### src/rtl/sd_card_dat.sv
// Card-side SD 4-bit DAT engine: sends one 512-byte sector with per-line CRC16,
// or receives one, checks the CRCs and answers with a CRC status token plus busy.
module sd_card_dat #(
    parameter int NAC_CYCLES  = 2,
    parameter int BUSY_CYCLES = 8,
    parameter int WR_TIMEOUT  = 1000000
) (
    input  logic       i_clk,
    input  logic       i_reset,
    input  logic       i_sdclk,
    input  logic [3:0] i_sddat_in,
    output logic [3:0] o_sddat_out,
    output logic       o_sddat_oe,
    input  logic       i_rd_start,
    input  logic       i_wr_start,
    input  logic       i_abort,
    output logic       o_busy,
    output logic       o_done,
    output logic       o_crc_ok,
    output logic [8:0] o_buf_addr,
    output logic       o_buf_rd,
    input  logic [7:0] i_buf_rdata,
    output logic       o_buf_wr,
    output logic [7:0] o_buf_wdata
);

    typedef enum logic [3:0] {
        IDLE, R_NAC, R_START, R_DATA, R_CRC, R_END,
        W_WAIT, W_DATA, W_CRC, W_END, W_TOK, W_BUSY
    } state_t;

    localparam int TW = (WR_TIMEOUT > 1) ? $clog2(WR_TIMEOUT + 1) : 1;

    state_t        r_state;
    logic          r_sclk_s1;
    logic          r_sclk_s2;
    logic [3:0]    r_dout;
    logic          r_oe;
    logic          r_busy;
    logic          r_done;
    logic          r_crc_ok;
    logic [8:0]    r_addr;
    logic          r_buf_rd;
    logic          r_buf_wr;
    logic          r_rd_d;
    logic [7:0]    r_wdata;
    logic [7:0]    r_hold;
    logic [3:0]    r_hi;
    logic [9:0]    r_nib;
    logic [3:0]    r_cidx;
    logic [15:0]   r_cnt;
    logic [TW-1:0] r_tmo;
    logic [15:0]   r_crc [4];
    logic          r_crc_bad;
    logic          w_rise;
    logic          w_fall;
    logic [3:0]    w_tx_nib;
    logic [3:0]    w_crc_bits;

    function automatic logic [15:0] crc16_step(input logic [15:0] crc, input logic din);
        logic fb;
        fb = din ^ crc[15];
        crc16_step = {crc[14:0], 1'b0} ^ (fb ? 16'h1021 : 16'h0000);
    endfunction

    assign w_rise   = r_sclk_s1 & ~r_sclk_s2;
    assign w_fall   = ~r_sclk_s1 & r_sclk_s2;
    assign w_tx_nib = r_nib[0] ? r_hold[3:0] : r_hold[7:4];

    assign o_sddat_out = r_dout;
    assign o_sddat_oe  = r_oe;
    assign o_busy      = r_busy;
    assign o_done      = r_done;
    assign o_crc_ok    = r_crc_ok;
    assign o_buf_addr  = r_addr;
    assign o_buf_rd    = r_buf_rd;
    assign o_buf_wr    = r_buf_wr;
    assign o_buf_wdata = r_wdata;

    always_comb begin
        w_crc_bits = 4'h0;
        for (int i = 0; i < 4; i++) begin
            w_crc_bits[i] = r_crc[i][4'd15 - r_cidx];
        end
    end

    always_ff @(posedge i_clk or posedge i_reset) begin
        if (i_reset) begin
            r_sclk_s1 <= 1'b0;
            r_sclk_s2 <= 1'b0;
        end else begin
            r_sclk_s1 <= i_sdclk;
            r_sclk_s2 <= r_sclk_s1;
        end
    end

    always_ff @(posedge i_clk or posedge i_reset) begin
        if (i_reset) begin
            r_state   <= IDLE;
            r_dout    <= 4'hF;
            r_oe      <= 1'b0;
            r_busy    <= 1'b0;
            r_done    <= 1'b0;
            r_crc_ok  <= 1'b0;
            r_addr    <= 9'd0;
            r_buf_rd  <= 1'b0;
            r_buf_wr  <= 1'b0;
            r_rd_d    <= 1'b0;
            r_wdata   <= 8'h00;
            r_hold    <= 8'h00;
            r_hi      <= 4'h0;
            r_nib     <= 10'd0;
            r_cidx    <= 4'd0;
            r_cnt     <= 16'd0;
            r_tmo     <= '0;
            r_crc_bad <= 1'b0;
            for (int i = 0; i < 4; i++) r_crc[i] <= 16'h0000;
        end else begin
            r_buf_rd <= 1'b0;
            r_buf_wr <= 1'b0;
            r_done   <= 1'b0;
            r_rd_d   <= r_buf_rd;
            // buffer read data is valid one clk after the request
            if (r_rd_d) r_hold <= i_buf_rdata;
            if (i_abort) begin
                r_state <= IDLE;
                r_oe    <= 1'b0;
                r_dout  <= 4'hF;
                r_busy  <= 1'b0;
            end else begin
                case (r_state)
                    IDLE: begin
                        if (i_rd_start) begin
                            r_state  <= R_NAC;
                            r_busy   <= 1'b1;
                            r_cnt    <= 16'd0;
                            r_crc_ok <= 1'b0;
                            for (int i = 0; i < 4; i++) r_crc[i] <= 16'h0000;
                        end else if (i_wr_start) begin
                            r_state   <= W_WAIT;
                            r_busy    <= 1'b1;
                            r_tmo     <= '0;
                            r_crc_ok  <= 1'b0;
                            r_crc_bad <= 1'b0;
                            for (int i = 0; i < 4; i++) r_crc[i] <= 16'h0000;
                        end
                    end
                    R_NAC: if (w_fall) begin
                        if (r_cnt == 16'(NAC_CYCLES - 1)) r_state <= R_START;
                        else r_cnt <= r_cnt + 16'd1;
                    end
                    R_START: if (w_fall) begin
                        r_dout   <= 4'h0;
                        r_oe     <= 1'b1;
                        r_buf_rd <= 1'b1;
                        r_addr   <= 9'd0;
                        r_nib    <= 10'd0;
                        r_state  <= R_DATA;
                    end
                    R_DATA: if (w_fall) begin
                        r_dout <= w_tx_nib;
                        for (int i = 0; i < 4; i++) r_crc[i] <= crc16_step(r_crc[i], w_tx_nib[i]);
                        // next byte is fetched while the low nibble of this one goes out
                        if (r_nib[0] && (r_nib != 10'd1023)) begin
                            r_buf_rd <= 1'b1;
                            r_addr   <= r_nib[9:1] + 9'd1;
                        end
                        if (r_nib == 10'd1023) begin
                            r_state <= R_CRC;
                            r_cidx  <= 4'd0;
                        end
                        r_nib <= r_nib + 10'd1;
                    end
                    R_CRC: if (w_fall) begin
                        r_dout <= w_crc_bits;
                        if (r_cidx == 4'd15) begin
                            r_state <= R_END;
                            r_cnt   <= 16'd0;
                        end
                        r_cidx <= r_cidx + 4'd1;
                    end
                    R_END: if (w_fall) begin
                        if (r_cnt == 16'd0) begin
                            r_dout <= 4'hF;
                            r_cnt  <= 16'd1;
                        end else begin
                            r_oe    <= 1'b0;
                            r_done  <= 1'b1;
                            r_busy  <= 1'b0;
                            r_state <= IDLE;
                        end
                    end
                    W_WAIT: if (w_rise) begin
                        if (!i_sddat_in[0]) begin
                            r_state <= W_DATA;
                            r_nib   <= 10'd0;
                        end else if (r_tmo == TW'(WR_TIMEOUT - 1)) begin
                            r_done   <= 1'b1;
                            r_crc_ok <= 1'b0;
                            r_busy   <= 1'b0;
                            r_state  <= IDLE;
                        end else begin
                            r_tmo <= r_tmo + 1'b1;
                        end
                    end
                    W_DATA: if (w_rise) begin
                        for (int i = 0; i < 4; i++) r_crc[i] <= crc16_step(r_crc[i], i_sddat_in[i]);
                        if (!r_nib[0]) begin
                            r_hi <= i_sddat_in;
                        end else begin
                            r_buf_wr <= 1'b1;
                            r_wdata  <= {r_hi, i_sddat_in};
                            r_addr   <= r_nib[9:1];
                        end
                        if (r_nib == 10'd1023) begin
                            r_state <= W_CRC;
                            r_cidx  <= 4'd0;
                        end
                        r_nib <= r_nib + 10'd1;
                    end
                    W_CRC: if (w_rise) begin
                        r_crc_bad <= r_crc_bad | (i_sddat_in != w_crc_bits);
                        if (r_cidx == 4'd15) r_state <= W_END;
                        r_cidx <= r_cidx + 4'd1;
                    end
                    W_END: if (w_rise) begin
                        r_state <= W_TOK;
                        r_cnt   <= 16'd0;
                    end
                    // DAT0 token: start, 3 status bits, end; then release on a bad CRC
                    W_TOK: if (w_fall) begin
                        r_oe  <= 1'b1;
                        r_cnt <= r_cnt + 16'd1;
                        case (r_cnt)
                            16'd0:   r_dout <= 4'b1110;
                            16'd1:   r_dout <= {3'b111, r_crc_bad};
                            16'd2:   r_dout <= {3'b111, ~r_crc_bad};
                            16'd3:   r_dout <= {3'b111, r_crc_bad};
                            16'd4: begin
                                r_dout <= 4'b1111;
                                if (!r_crc_bad) begin
                                    r_state <= W_BUSY;
                                    r_cnt   <= 16'd0;
                                end
                            end
                            default: begin
                                r_oe     <= 1'b0;
                                r_dout   <= 4'hF;
                                r_done   <= 1'b1;
                                r_crc_ok <= 1'b0;
                                r_busy   <= 1'b0;
                                r_state  <= IDLE;
                            end
                        endcase
                    end
                    W_BUSY: if (w_fall) begin
                        if (r_cnt == 16'(BUSY_CYCLES)) begin
                            r_oe     <= 1'b0;
                            r_dout   <= 4'hF;
                            r_done   <= 1'b1;
                            r_crc_ok <= 1'b1;
                            r_busy   <= 1'b0;
                            r_state  <= IDLE;
                        end else begin
                            r_dout <= 4'b1110;
                            r_cnt  <= r_cnt + 16'd1;
                        end
                    end
                    default: begin
                        r_state <= IDLE;
                        r_oe    <= 1'b0;
                        r_busy  <= 1'b0;
                    end
                endcase
            end
        end
    end

endmodule
### config.mk
export PLATFORM = sky130hd
export DESIGN_NAME = sd_card_dat
export DESIGN_NICKNAME = d
export VERILOG_FILES = /design/src/rtl/sd_card_dat.sv
export SDC_FILE = /design/constraint.sdc
export NUM_CORES = 1
export LEC_CHECK = 0
export ABC_AREA = 1
export CAP_MARGIN = 40
export CORE_ASPECT_RATIO = 0.9
export CORE_UTILIZATION = 50
export DETAILED_ROUTE_END_ITERATION = 10
export GPL_TIMING_DRIVEN = 0
export MAX_ROUTING_LAYER = met4
export PLACE_DENSITY = 0.72
export SYNTH_ARGS = -nofsm -noshare
export SYNTH_HDL_FRONTEND = slang
export SYNTH_SLANG_ARGS = --single-unit
### constraint.sdc
create_clock -name i_clk -period 8.4 [get_ports i_clk]
set_input_delay 0.84 -clock i_clk [delete_from_list [all_inputs] [get_ports i_clk]]
set_output_delay 0.84 -clock i_clk [all_outputs]
set_load 0.05 [all_outputs]
* Word level (Yosys, flattened, before mapping)
Index checks and enable logic that the tools add are counted.
** Cells by class
- Bitwise operators :: 24
- Order comparisons :: 1
- Multiplexer cells :: 143
- Reduce and logical (&&, ||, !) cells :: 31
- Add/sub/neg operators :: 6
- Equality and inequality tests :: 76
** Operator list (count)
- $mux W64 :: 4
- $mux W16 :: 13
- $pmux W64 S3 :: 1
- $mux W4 :: 38
- $xor A16 B13 Y16 :: 8
- $pmux W16 S7 :: 1
- $mux W13 :: 8
- $mux W20 :: 5
- $ne A3 B3 Y1 const B :: 24
- $ne A2 B2 Y1 const B :: 26
- $mux W10 :: 5
- $pmux W4 S12 :: 1
- $mux W1 :: 45
- $mux W9 :: 5
- $pmux W10 S4 :: 1
- $pmux W20 S2 :: 1
- $eq A16 B2 Y1 const B :: 2
- $reduce_and A7 Y1 :: 4
- $pmux W9 S3 :: 1
- $pmux W4 S6 :: 1
- $reduce_and A22 Y1 :: 1
- $add A20 B1 Y20 const B :: 1
- $eq A20 B20 Y1 const B :: 1
- $eq A4 B4 Y1 const B :: 5
- 48 further kinds :: 79
** Word-level totals
- Flip-flop bits (word level) :: 161
- Input port bits :: 18

* Longest topological paths before layout
Gate-level depths: netlist (run 1).
- Word-level depth :: 7
- Mapped depth :: 14

* Least setup slack after synthesis (run 1)
OpenSTA, ideal clock, no wires.
- Kind :: input port to flip-flop
- From :: in i_abort
- To :: reg r_addr[0] (netlist: o_buf_addr[0])
- Stages :: 8
- Buffers on the path :: 1
- Slack :: 6492 ps
- Required time :: 8318 ps
- Arrival time :: 1826 ps
- Cells stage by stage :: inv_2 > buf_1 > o211ai_1 > nor2_1 > nand2_1 > inv_1 > nor2_1 > a31oi_1
** Between the ends
- Cells in the longest elaborated chain, start to end :: 2
** RTL lines
- from (decl) :: RTL line 16 : input logic i_abort,
- $not A1 Y1 (no source line)
- $reduce_and A7 Y1 (no source line)
- to (signal assigned) :: RTL line 166 : r_addr <= r_nib[9:1] + 9'd1;
- to (signal assigned) :: RTL line 213 : r_addr <= r_nib[9:1];
- to (decl) :: RTL line 42 : logic [8:0] r_addr;
Every way passes these cells.
A chain may end at the register's enable or synchronous reset.

==> impl_metrics.json, run 1 <==
{
  "outcome": "complete, no violations",
  "grt_pass1_vias": 8080,
  "drc": 0,
  "hold_class": "reg -> reg",
  "met1_usage_pct": 41.9,
  "dp_cells": 1493,
  "cap_violations": 0,
  "ir_drop_v": 0.000208,
  "crit_type": "in -> reg",
  "ys_seq_elements": 161,
  "leakage_nw": 4.70,
  "required_ns": 8.69,
  "worst-path-buf-inv": 4,
  "antenna_found_initial": 0,
  "die_x_um": 144,
  "grt_use_met2_pct": 42.3,
  "die_h_um": 130,
  "grt_pass1_wl_mm": 41.4,
  "seq_area_frac_synth_pct": 44.2,
  "die_area_mm2": 0.0188,
  "cpPeakStageDelay_ns": 0.67,
  "cp_top_family": "buffers and inverters",
  "grt.overflow.total": 0,
  "holdPathStages": 0,
  "r2r-start": "r_tmo[0]",
  "final_cell_mix": "nand2_1, inv_1, dfrtp_1",
  "design_area_mm2": 0.0105,
  "busiest_layer": "met2",
  "core_mm2": 0.0177,
  "clock_latency_ns": 0.43,
  "power.density_mw_per_mm2": 256,
  "reg2reg_depth": 11,
  "cts_sinks": 161,
  "synthCells": 1208,
  "tritoncts": "yes",
  "routed_wl_mm": 25.2,
  "reg2reg_to": "r_state[0]",
  "start_util_pct": 51.5,
  "stdcell_count": 1524,
  "postCtsSetupBuffers": 0,
  "std_cell_rows": 46,
  "skew_ns": 0.0127,
  "drtIter0Drc": 904,
  "r2r_setup_slack_ns": 5.90,
  "route.detailed.wl_per_inst_um": 16.5,
  "hold_violations": 0,
  "cts_root_buf": "clkbuf_16",
  "grt_start_max_net_pins": 112,
  "final_nets": 1298,
  "area_growth_pct": 14.9,
  "io_buffers": 44,
  "multi_input_area_mm2": 0.00426,
  "post_synth_num_cell_types": 43,
  "postRouteAntennaNets": 0,
  "dp_hpwl_mm": 18.1,
  "period_minus_slack_ns": 2.82,
  "setup_tns_ns": 0,
  "cts_hold_buf": 0,
  "hp-start": "o_buf_rd",
  "cts_max_level": 4,
  "min_period_over_period_pct": 33.6,
  "final_common_cell": "nand2_1",
  "syn_area_mm2": 0.00913,
  "clockBufferDepth": 2,
  "viasPerCell": 5.66,
  "worst_slew_pin_slew_ns": 0.759,
  "antenna_cells": 0,
  "yosys_warnings": 0,
  "cts_resized": 0,
  "nFillCells": 1702,
  "synth_area_leader_cell": "dfrtp_1",
  "crit_path_cell_trace": "clkdlybuf4s50_1, inv_1, o21ai_0, nor2_1, nand2_2, inv_2, nand2_1, buf_2, o22ai_1",
  "hold_path_end": "r_rd_d",
  "drive_gt1_share_pct": 7.40,
  "startpoint_type": "primary input",
  "dpl_cell_area_mm2": 0.00990,
  "use_met3_pct": 5.91,
  "syn_area_per_cell_um2": 7.56,
  "path_max_fanout": 10,
  "critical_path.endpoint_type": "register",
  "synth_top_area_share_pct": 43.0,
  "max_freq_mhz": 354,
  "setup_violations": 0,
  "maxSlewHeadroom_pct": 48.9,
  "yosys-top-cells-area": "dfrtp_1, nand2_1, nand3_1",
  "vias": 8628,
  "synth_nets": 1234,
  "drv_slew": 0,
  "slowest_stage": "clkdlybuf4s50_1",
  "io_pins": 45,
  "dr.pass1.iters": 6,
  "clk_pin_slew_ns": 0.07,
  "gp_congestion": 0.936,
  "grt.total_usage_pct": 29.5,
  "arrival_ns": 3.12,
  "cts_buffers": 17,
  "seqCellArea_mm2": 0.00403,
  "rsz0062_at_grt": "false"
}
==> synth_stat cells (all sizes together) <==
cell / n
inv: 169
a41oi: 2
a31oi: 6
nand3: 124
nand2: 280
ha: 8
o2111ai: 2
clkbuf: 17
dfstp: 4
a21oi: 38
dfrtp: 157
buf: 23
o31ai: 9
nor4: 8
xor2: 27
o22ai: 65
o21ai: 80
a22oi: 2
clkinv: 4
a211oi: 2
o21a: 1
nor3: 32
nand3b: 1
nor2: 95
a32oi: 2
xnor2: 3
nand4: 27
or2: 2
mux2: 4
nor3b: 1
o211ai: 13
==> flip-flops by register name (all words and copies together), names as in the netlist, 4 cells and up <==
name,flops
r_state,4
o_buf_addr,9
r_crc,64
r_cnt,16
o_sddat_out,4
r_cidx,4
o_buf_wdata,8
r_tmo,20
r_nib,10
r_hold,8
r_hi,4
==> metal layers <==
layer	vias up	wire length, µm
met5	-	0
met3	39	1780
met2	315	10800
li1	4163	-
met4	0	412
met1	4111	12200
==> cell families after synthesis <==
family          Yosys count  share of synthesized area, %
flops                   161                          44.2
compound gates          222                          14.5
simple gates            570                          27.7
buf+inv                 213                          9.09
xor+xnor                 30                          2.88
mux                       4                         0.493
fa+ha+maj                 8                          1.10
==> layout make-up <==
class,count,share of cell area (%)
Buffer,40,1.71
Clock buffer,17,4.06
Clock inverter,14,1.50
Inverter,173,6.28
Multi-Input combinational cell,834,40.7
Sequential cell,161,38.5
Tap cell,240,2.86
Timing Repair Buffer,45,4.46
==> stage by stage <==
step                      util [%]  hold slack, ns  power (mW)  setup WS [ns]
after floorplan                  -           0.375        1.60           3.22
after global placement        55.7           0.376        1.88          0.983
after detailed placement      55.9           0.364        1.89           5.20
after CTS                     59.2           0.390        2.67           5.66
after global routing          59.2           0.393        2.84           5.51
final                         59.2           0.391        2.69           5.58
==> report_power, final <==
group | switching (mW) | internal, mW
clock network | 0.341 | 0.441
registers | 0.0563 | 0.852
logic | 0.704 | 0.291
==> worst max path at each step <==
stage / startpoint / end / slack, ns / cells after the start
floorplan: i_reset / o_buf_addr[0] / 3.22 / 1
global placement: i_reset / o_buf_addr[8] / 0.98 / 2
detailed placement: i_sddat_in[0] / r_crc[21] / 5.20 / 9
CTS: i_sddat_in[0] / r_crc[21] / 5.66 / 9
global route: i_sddat_in[0] / r_crc[44] / 5.51 / 9
finish: i_sddat_in[0] / r_crc[21] / 5.58 / 9
Note: power is estimated with default switching activity, not from simulation.
==> run 2, diff against run 1 <==
==> constraint.sdc (replaced) <==
create_clock -name i_clk -period 2.74 [get_ports i_clk]
set_input_delay 0.274 -clock i_clk [delete_from_list [all_inputs] [get_ports i_clk]]
set_output_delay 0.274 -clock i_clk [all_outputs]
set_load 0.05 [all_outputs]
==> run 2 against run 1 <==
Compared with the run above: combinational power grew to 3.1 times the previous value; critical path depth shrank 1; wire length shrank 0.38%; via count is essentially flat; sequential share of layout area shrank 0.40 points; non-clock buffer count grew 4; die area is the same; first-iteration DRC count shrank 8.8%; final cell count grew 0.33%; power grew to 3.1 times the previous value; critical path type is now reg -> reg; critical endpoint is now r_crc[12]; largest cell class unchanged.
==> impl_metrics.json, run 2 (synthesis gave the netlist of run 1 again) <==
{
  "gp_congestion": 0.958,
  "die_area_mm2": 0.0188,
  "hold_class": "in -> async",
  "cts_buffers": 17,
  "grt_pass1_wl_mm": 41.0,
  "outcome": "complete, no violations",
  "worst_slew_pin_slew_ns": 0.689,
  "seqCellArea_mm2": 0.00403,
  "tritoncts": "yes",
  "stdcell_count": 1529,
  "startpoint_type": "register",
  "start_util_pct": 51.5,
  "setup_tns_ns": 0,
  "dr.pass1.iters": 5,
  "final_nets": 1302,
  "drc": 0,
  "io_buffers": 44,
  "die_x_um": 144,
  "final_cell_mix": "nand2_1, inv_1, dfrtp_1",
  "route.detailed.wl_per_inst_um": 16.4,
  "min_period_over_period_pct": 91.8,
  "skew_ns": 0.0110,
  "clk_pin_slew_ns": 0.07,
  "rsz0062_at_grt": "false",
  "area_growth_pct": 16.1,
  "cts_sinks": 161,
  "required_ns": 3.03,
  "cts_max_level": 4,
  "io_pins": 45,
  "pre_cts_ws_ns": 0.143,
  "cap_violations": 0,
  "final_common_cell": "nand2_1",
  "postCtsSetupBuffers": 0,
  "period_minus_slack_ns": 2.51,
  "reg2reg_depth": 8,
  "r2r-start": "r_state[2]",
  "arrival_ns": 2.81,
  "cts_root_buf": "clkbuf_16",
  "antenna_cells": 0,
  "dp_hpwl_mm": 18.3,
  "crit_type": "reg -> reg",
  "total_power_mw": 8.38,
  "power.density_mw_per_mm2": 790,
  "cts_resized": 0,
  "std_cell_rows": 46,
  "die_h_um": 130,
  "routed_wl_mm": 25.1,
  "postRouteAntennaNets": 0,
  "core_mm2": 0.0177,
  "clock_latency_ns": 0.44,
  "nFillCells": 1673,
  "multi_input_area_mm2": 0.00427,
  "viasPerCell": 5.65,
  "ir_drop_v": 0.000877,
  "max_freq_mhz": 398,
  "dp_cells": 1497,
  "grt.total_usage_pct": 29.5,
  "critical_path.endpoint_type": "register",
  "grt_start_max_net_pins": 35,
  "r2r_setup_slack_ns": 0.23,
  "maxSlewHeadroom_pct": 53.6,
  "vias": 8633,
  "clockBufferDepth": 2,
  "largest_register": "r_crc",
  "grt_pass1_vias": 7763,
  "leakage_nw": 4.75,
  "drtIter0Drc": 824,
  "reg2reg_to": "r_crc[12]",
  "antenna_found_initial": 0,
  "cts_hold_buf": 0,
  "drive_gt1_share_pct": 7.84,
  "path_max_fanout": 10,
  "drv_slew": 0,
  "setup_violations": 0,
  "largest_register_ffs": 64,
  "grt.overflow.total": 0,
  "hold_violations": 0,
  "fin_ws_ns": 0.226,
  "largestRegisters": "r_crc: 64 flops, r_tmo: 20 flops, r_cnt: 16 flops"
}
run 2: cell types whose count changed in the layout (fill, tap and decap cells not counted), sizes merged:
cell,before,now
bufinv,2,3
buf,24,28
clkinv,8,6
inv,173,175
run 2: where the power goes:
| group | switching [mW] | total, mW | internal (mW) |
|---|---|---|---|
| Clock | 1.06 | 2.52 | 1.46 |
| Combinational | 2.17 | 3.07 | 0.902 |
| Sequential | 0.174 | 2.79 | 2.61 |
| Total | 3.40 | 8.38 | 4.98 |
run 2: layout make-up:
type / count / share of cell area, %
multi-input cells: 834 / 40.3
inverters: 173 / 6.17
well taps: 240 / 2.83
plain buffers: 40 / 1.69
flip-flops and latches: 161 / 38.1
clock buffers: 17 / 4.01
repair buffers: 49 / 5.10
clock inverters: 15 / 1.84
run 2: worst max path at each step:
| stage | from | endpoint | slack (ns) | depth (start not counted) |
|---|---|---|---|---|
| 6_report | r_state[2] | r_crc[12] | 0.23 | 8 |
| 5_1_grt | r_state[1] | r_crc[12] | 0.04 | 10 |
| 4_1_cts | r_state[2] | r_crc[12] | 0.29 | 8 |
| 3_5_place_dp | i_sddat_in[0] | r_crc[53] | 0.14 | 9 |
| 3_3_place_gp | i_reset | r_hold[1] | -0.98 | 2 |
| 2_1_floorplan | i_reset | o_buf_addr[0] | 0.43 | 1 |
run 2: metal layers:
metal / wire length [µm] / track usage (%) / vias up
met5: 0 / - / -
met4: 454 / 9.54 / 0
met3: 1880 / 4.95 / 33
met2: 10600 / 40.1 / 361
met1: 12200 / 44.1 / 4059
li1: - / - / 4180
run 2: stage by stage:
stage          hold WS (ns)  utilization [%]  cell area, µm²
2_1_floorplan         0.305                -            9130
3_3_place_gp          0.371             55.7            9870
3_5_place_dp          0.364             56.3            9970
4_1_cts               0.178             59.8           10600
5_1_grt               0.192             59.8           10600
6_report              0.172             59.8           10600
run 2: critical path: stages (launching register included):
cell,delay (ns)
dfrtp_1,0.47
nor2_2,0.33
nand2_1,0.27
nand2_1,0.18
o21ai_1,0.09
nor3_2,0.35
buf_2,0.32
buf_2,0.26
o22ai_1,0.11
